$ cat src/rtl/alu_issue_ctrl.sv
// alu_issue_ctrl: command FIFO, 4x4 register file and issue FSM for the 4-bit ALU.
// Optional: define ALU_ZERO_FLAG_EN to add the zero_flag output.
module alu_issue_ctrl #(
   parameter int FIFO_DEPTH = 4
) (
   input  logic       clk,
   input  logic       rst,
   input  logic       cmd_valid,
   output logic       cmd_ready,
   input  logic [2:0] cmd_op,
   input  logic [1:0] cmd_dst,
   input  logic [1:0] cmd_src_a,
   input  logic [1:0] cmd_src_b,
   input  logic [3:0] cmd_imm,
   output logic [3:0] alu_a,
   output logic [3:0] alu_b,
   output logic [2:0] alu_sel,
   input  logic [3:0] alu_result,
   input  logic       alu_carry,
   input  logic [1:0] rd_addr,
   output logic [3:0] rd_data,
   output logic       carry_flag,
   output logic       busy,
`ifdef ALU_ZERO_FLAG_EN
   output logic       zero_flag,
`endif
   output logic       done
);

   localparam int AW = $clog2(FIFO_DEPTH);
   localparam int CW = AW + 1;
   localparam logic [2:0] OP_LDI = 3'b111;

   typedef struct packed {
      logic [2:0] op;
      logic [1:0] dst;
      logic [1:0] sa;
      logic [1:0] sb;
      logic [3:0] imm;
   } cmd_t;

   typedef enum logic [1:0] {
      IDLE,
      EXEC,
      DONE
   } state_t;

   state_t          state;
   state_t          state_nx;
   cmd_t            fifo_mem [FIFO_DEPTH];
   cmd_t            head;
   cmd_t            cmd_in;
   logic [AW-1:0]   wr_ptr;
   logic [AW-1:0]   rd_ptr;
   logic [CW-1:0]   count;
   logic            push;
   logic            pop;
   logic [3:0]      regs [4];
   logic [1:0]      dst_q;

   assign cmd_in    = '{op: cmd_op, dst: cmd_dst, sa: cmd_src_a,
                        sb: cmd_src_b, imm: cmd_imm};
   assign head      = fifo_mem[rd_ptr];
   assign cmd_ready = (count != CW'(FIFO_DEPTH));
   assign push      = cmd_valid && cmd_ready;
   assign busy      = (state != IDLE) || (count != '0);
   assign rd_data   = regs[rd_addr];

   // FIFO storage: written on every accepted push, never cleared
   always_ff @(posedge clk) begin
      if (push) fifo_mem[wr_ptr] <= cmd_in;
   end

   // FIFO pointers and occupancy
   always_ff @(posedge clk) begin
      if (rst) begin
         wr_ptr <= '0;
         rd_ptr <= '0;
         count  <= '0;
      end else begin
         if (push) wr_ptr <= wr_ptr + 1'b1;
         if (pop)  rd_ptr <= rd_ptr + 1'b1;
         if (push && !pop)      count <= count + 1'b1;
         else if (pop && !push) count <= count - 1'b1;
      end
   end

   // FSM state register
   always_ff @(posedge clk) begin
      if (rst) state <= IDLE;
      else     state <= state_nx;
   end

   // next state, pop request and done pulse
   always_comb begin
      state_nx = state;
      pop      = 1'b0;
      done     = 1'b0;
      unique case (state)
         IDLE: begin
            if (count != '0) begin
               pop      = 1'b1;
               state_nx = (head.op == OP_LDI) ? DONE : EXEC;
            end
         end
         EXEC: state_nx = DONE;
         DONE: begin
            done     = 1'b1;
            state_nx = IDLE;
         end
         default: state_nx = IDLE;
      endcase
   end

   // issue registers, register-file writeback and flags
   always_ff @(posedge clk) begin
      if (rst) begin
         for (int i = 0; i < 4; i++) regs[i] <= '0;
         alu_a      <= '0;
         alu_b      <= '0;
         alu_sel    <= '0;
         dst_q      <= '0;
         carry_flag <= 1'b0;
`ifdef ALU_ZERO_FLAG_EN
         zero_flag  <= 1'b0;
`endif
      end else begin
         if (pop) begin
            dst_q <= head.dst;
            if (head.op == OP_LDI) begin
               regs[head.dst] <= head.imm;
`ifdef ALU_ZERO_FLAG_EN
               zero_flag <= (head.imm == 4'd0);
`endif
            end else begin
               alu_a   <= regs[head.sa];
               alu_b   <= regs[head.sb];
               alu_sel <= head.op;
            end
         end
         if (state == EXEC) begin
            regs[dst_q] <= alu_result;
            if (alu_sel == 3'b000 || alu_sel == 3'b001)
               carry_flag <= alu_carry;
`ifdef ALU_ZERO_FLAG_EN
            zero_flag <= (alu_result == 4'd0);
`endif
         end
      end
   end

endmodule

$ cat config.mk
export PLATFORM = sky130hd
export DESIGN_NAME = alu_issue_ctrl
export DESIGN_NICKNAME = d
export VERILOG_FILES = /design/src/rtl/alu_issue_ctrl.sv
export SDC_FILE = /design/constraint.sdc
export NUM_CORES = 1
export LEC_CHECK = 0
export BUFFER_PORTS_ARGS = -buffer_cell sky130_fd_sc_hd__buf_2
export CAP_MARGIN = 10
export CORE_ASPECT_RATIO = 1.75
export CORE_MARGIN = 3
export CORE_UTILIZATION = 50
export CTS_CLUSTER_SIZE = 25
export DETAILED_ROUTE_END_ITERATION = 12
export HOLD_SLACK_MARGIN = 0.15
export PLACE_DENSITY_LB_ADDON = 0.3
export SYNTH_ARGS = -nofsm -noshare
export SYNTH_HDL_FRONTEND = slang
export SYNTH_SLANG_ARGS = --single-unit
$ cat constraint.sdc
create_clock -name clk -period 7.3 [get_ports clk]
set_clock_uncertainty 0.1 [all_clocks]
set_input_delay 1.46 -clock clk [delete_from_list [all_inputs] [get_ports clk]]
set_output_delay 1.46 -clock clk [all_outputs]
set_load 0.02 [all_outputs]
==> key figures <==
Cells and area
  – Number of cells in the finished layout apart from fillers: roughly 400
  – Final Net Count: ~330
  – Core utilization of the finished layout: 60.05%
  – Diodes inserted: 0
  – Share of layout cells above drive strength 1: between 20% and 30%
  – Relative area change from synthesis to final layout: 15.79%

Clocking
  – TritonCTS buffer count: 9
  – Max Root-Sink Buffers: 2
  – TritonCTS clock tree: built
  – Worst-Skew Late Latency: 0.34 ns
  – Clock slew seen by the registers of the worst setup and hold paths: 0.06 ns
  – Level count of the clock H-tree: 3
  – Sinks on the clock net: 93
  – Post-CTS Hold Fix Bufs: 0
  – Gates resized, CTS repair: 0
  – Setup Fix Bufs, Post-CTS: 0
  – CTS root buf: sky130_fd_sc_hd__clkbuf_16

Setup path
  – WP data required: ~5.7 ns
  – CP Data Arrival Time: between 2 and 2.5 ns
  – Kind of end point of the critical path: output port
  – CP Launch Type: input port
  – Category of the most critical setup path: in -> out
  – Maximum fanout along the worst path: 4

Synth
  – Combined area of all synthesized cells: roughly 0.0040 mm2
  – XOR/XNOR Fraction of Synth Area: 1.101%
  – Number of instances in the synthesized netlist: ~260
  – Netlist cell types: 35
  – Synth Area in Simple Gates: 7.704%
  – Share of synthesized flip-flops with an asynchronous set or reset: 0%
  – Net count of the mapped netlist: about 290
  – Dominant combinational cell family by area after synthesis: multiplexers
  – Number of synthesized register bits: 93
  – Mean area per synthesized cell: between 15 and 20 um2
  – Sequential area share after synthesis: between 60% and 70%
  – Multiplexer fraction of the synthesized cell area: around 16%
  – Compound-gate portion of the synthesized area: ~6.3%
  – Arithmetic-cell share of the synthesized area counting full adders, half adders and majority gates: ~2.1%
  – Post-synth EDFFs: between 60 and 70
  – Ys flop type: sky130_fd_sc_hd__edfxtp_1
  – Count of warnings emitted by yosys: 0

Routing
  – Number of DRC violations after detailed routing: 0
  – Routed wirelength normalized by instance count: 18.97 um
  – Routed Wire Length: 7.419 mm
  – First-pass DRT Iterations: 4
  – Initial detailed-routing violation count: between 150 and 200
  – Vias after detailed routing: 2,286
  – Avg Vias per Cell: 5.847
  – Antenna viol nets, final: 0

Power and ir drop
  – Power density over the cells: about 400 mW/mm2
  – Share of power burned in the clock network: a little under a third
  – Switching component of the power: around 600 uW
  – Leakage power summed over all cells: between 0.0015 and 0.002 uW
  – Sequential share of power: about two fifths
  – Total power consumption of the routed design: approximately 1900 uW
  – Maximum vdd ir drop: roughly 0.00018 V
  – Internal power contribution: around 1300 uW
  – Switching power share of the total: 31.72%
  – Share of power burned in combinational logic: just under 30%

Global routing
  – Largest net degree at the start of global routing: 27
  – Global route overflow: 0
  – Wire length of the first global-routing pass: between 10 and 15 mm
  – Number of antenna violations at the first check in global routing: 0
  – GRT Overall Usage: 18.13%
  – Number of global-route vias before repair: approximately 2,400

Timing
  – Final count of negative-setup-slack endpoints: 0
  – Pin slew with the least headroom to its limit: between 0.7 and 0.8 ns
  – Share of the clock period used by the worst path after layout: a little over half
  – Post-layout minimum cycle time: ~3.9 ns
  – Max-Slew Margin vs Limit: 46.91%
  – Max-slew violation count: 0
  – Setup repair after global routing missed its margin: false
  – Hold violation total from the final report: 0
  – Post-route setup TNS: 0 ns
  – Achievable clock frequency: between 200 and 300 MHz
  – Worst hold-check slack: roughly 0.36 ns

Place
  – Hpwl dp: between 5 and 6 mm
  – Routability cong.: between 0.9 and 1
  – Count of buffers from port buffering: 41
  – Cell count after placement: 375

Hold path
  – Hold WC Path Type: reg -> reg

Floorplanning
  – Row count: between 40 and 50
  – Initial core utilization: 51.86%
  – I/O pins: 42
  – Die area: just over 0.009 mm2
  – Floorplan die height: about 120 um
  – Die Wd: around 73 um
  – Core Box Area: about 0.0077 mm2

Run
  – Max_cap viols: 0

Run status
  – Outcome: completed
-- through the flow --
stage | setup WS (ns) | instance area [um2]
after detailed placement | 3.417 | 4237
after global routing | 3.388 | 4607
after floorplan | 3.734 | 3979
after global placement | 3.416 | 4237
final | 3.426 | 4607
after CTS | 3.414 | 4607
-- layout make-up --
class	count	area, um2
fillers	583	3065
inverters	13	48.80
clock buffers	9	225.2
multi-input cells	139	1323
clock inverters	7	145.1
well taps	88	110.1
flip-flops and latches	93	2542
repair buffers	42	212.7
-- Yosys cell counts (3+ instances only) --
| cell | number | share of area, % |
|---|---|---|
| sky130_fd_sc_hd__buf_6 | 3 | 0.85 |
| sky130_fd_sc_hd__inv_1 | 13 | 1.2 |
| sky130_fd_sc_hd__o21ai_0 | 13 | 1.6 |
| sky130_fd_sc_hd__ha_1 | 5 | 1.6 |
| sky130_fd_sc_hd__mux4_2 | 13 | 7.4 |
| sky130_fd_sc_hd__nand2_1 | 7 | 0.66 |
| sky130_fd_sc_hd__a21oi_1 | 15 | 1.9 |
| sky130_fd_sc_hd__and2_1 | 4 | 0.63 |
| sky130_fd_sc_hd__nor3_1 | 19 | 2.4 |
| sky130_fd_sc_hd__edfxtp_1 | 68 | 51 |
| sky130_fd_sc_hd__mux2i_1 | 3 | 0.75 |
| sky130_fd_sc_hd__xor2_1 | 3 | 0.66 |
| sky130_fd_sc_hd__nand3_1 | 11 | 1.4 |
| sky130_fd_sc_hd__a32oi_1 | 3 | 0.66 |
| sky130_fd_sc_hd__clkbuf_1 | 6 | 0.57 |
| sky130_fd_sc_hd__nor2_1 | 13 | 1.2 |
| sky130_fd_sc_hd__mux4_1 | 12 | 7.9 |
| sky130_fd_sc_hd__dfxtp_1 | 25 | 13 |
-- registers in the layout (all words and copies together) (netlist names), named ones only --
signal      flops
fifo_mem       52
regs           16
alu_a           4
alu_b           4
alu_sel         3
count           3
dst_q           2
rd_ptr          2
state           2
wr_ptr          2
carry_flag      1
-- worst max-delay path: stages --
cell and delay (ns):
sky130_fd_sc_hd__buf_2 0.16, sky130_fd_sc_hd__mux4_2 0.51, sky130_fd_sc_hd__buf_2 0.17
-- power groups by stage --
stage | logic (uW) | registers, uW | clock network [uW]
after global placement | 544 | 753 | 0
after global routing | 607 | 761 | 597
after floorplan | 399 | 758 | 0
after CTS | 555 | 749 | 576
final | 548 | 748 | 566
after detailed placement | 550 | 759 | 0
-- path summary, 6_finish.rpt --
path              startpoint    endpoint  slack (ns)  cells past startpoint
setup / recovery  rd_addr[0]  rd_data[1]        3.43                      3
hold / removal      dst_q[1]    dst_q[1]        0.36                      2
setup reg to reg   flip-flop  regs[1][3]        4.11                      4
hold reg to reg     dst_q[1]    dst_q[1]        0.36                      2
-- kinds of logic (layout without fill, tap and decap cells) --
family / count (synthesis) / after routing
mux: 28 / 28
fa+ha+maj: 6 / 6
compound gates: 38 / 38
flops: 93 / 93
buf+inv: 24 / 71
simple gates: 62 / 62
xor+xnor: 5 / 5
-- layer usage --
metal  part of all wire [%]  global-route usage [%]  wire length [um]  vias to the layer above
li1                       -                       -                 -                     1093
met1                     38                   18.84              2801                     1128
met2                     56                   32.85              4162                       53
met3                    3.6                   4.362               268                       12
met4                    2.5                   9.524               187                        0
met5                      0                       0                 0                        -
-- cells in the final DEF, fill, tap and decap left out, types with 2 or more instances in the layout --
master and count:
sky130_fd_sc_hd__xnor2_1 2, sky130_fd_sc_hd__nand3_1 11, sky130_fd_sc_hd__clkbuf_16 9, sky130_fd_sc_hd__dfxtp_1 25
sky130_fd_sc_hd__bufinv_16 4, sky130_fd_sc_hd__o21ai_0 13, sky130_fd_sc_hd__mux4_2 13, sky130_fd_sc_hd__a32oi_2 2
sky130_fd_sc_hd__inv_1 13, sky130_fd_sc_hd__mux2i_1 3, sky130_fd_sc_hd__or3_1 2, sky130_fd_sc_hd__ha_1 5
sky130_fd_sc_hd__xor2_1 3, sky130_fd_sc_hd__nor2_1 13, sky130_fd_sc_hd__a21oi_1 15, sky130_fd_sc_hd__edfxtp_1 68
sky130_fd_sc_hd__mux4_1 12, sky130_fd_sc_hd__a32oi_1 3, sky130_fd_sc_hd__nand2_1 7, sky130_fd_sc_hd__buf_2 41
sky130_fd_sc_hd__nor3_1 19, sky130_fd_sc_hd__and2_1 4
Note: power is estimated with default switching activity, not from simulation.
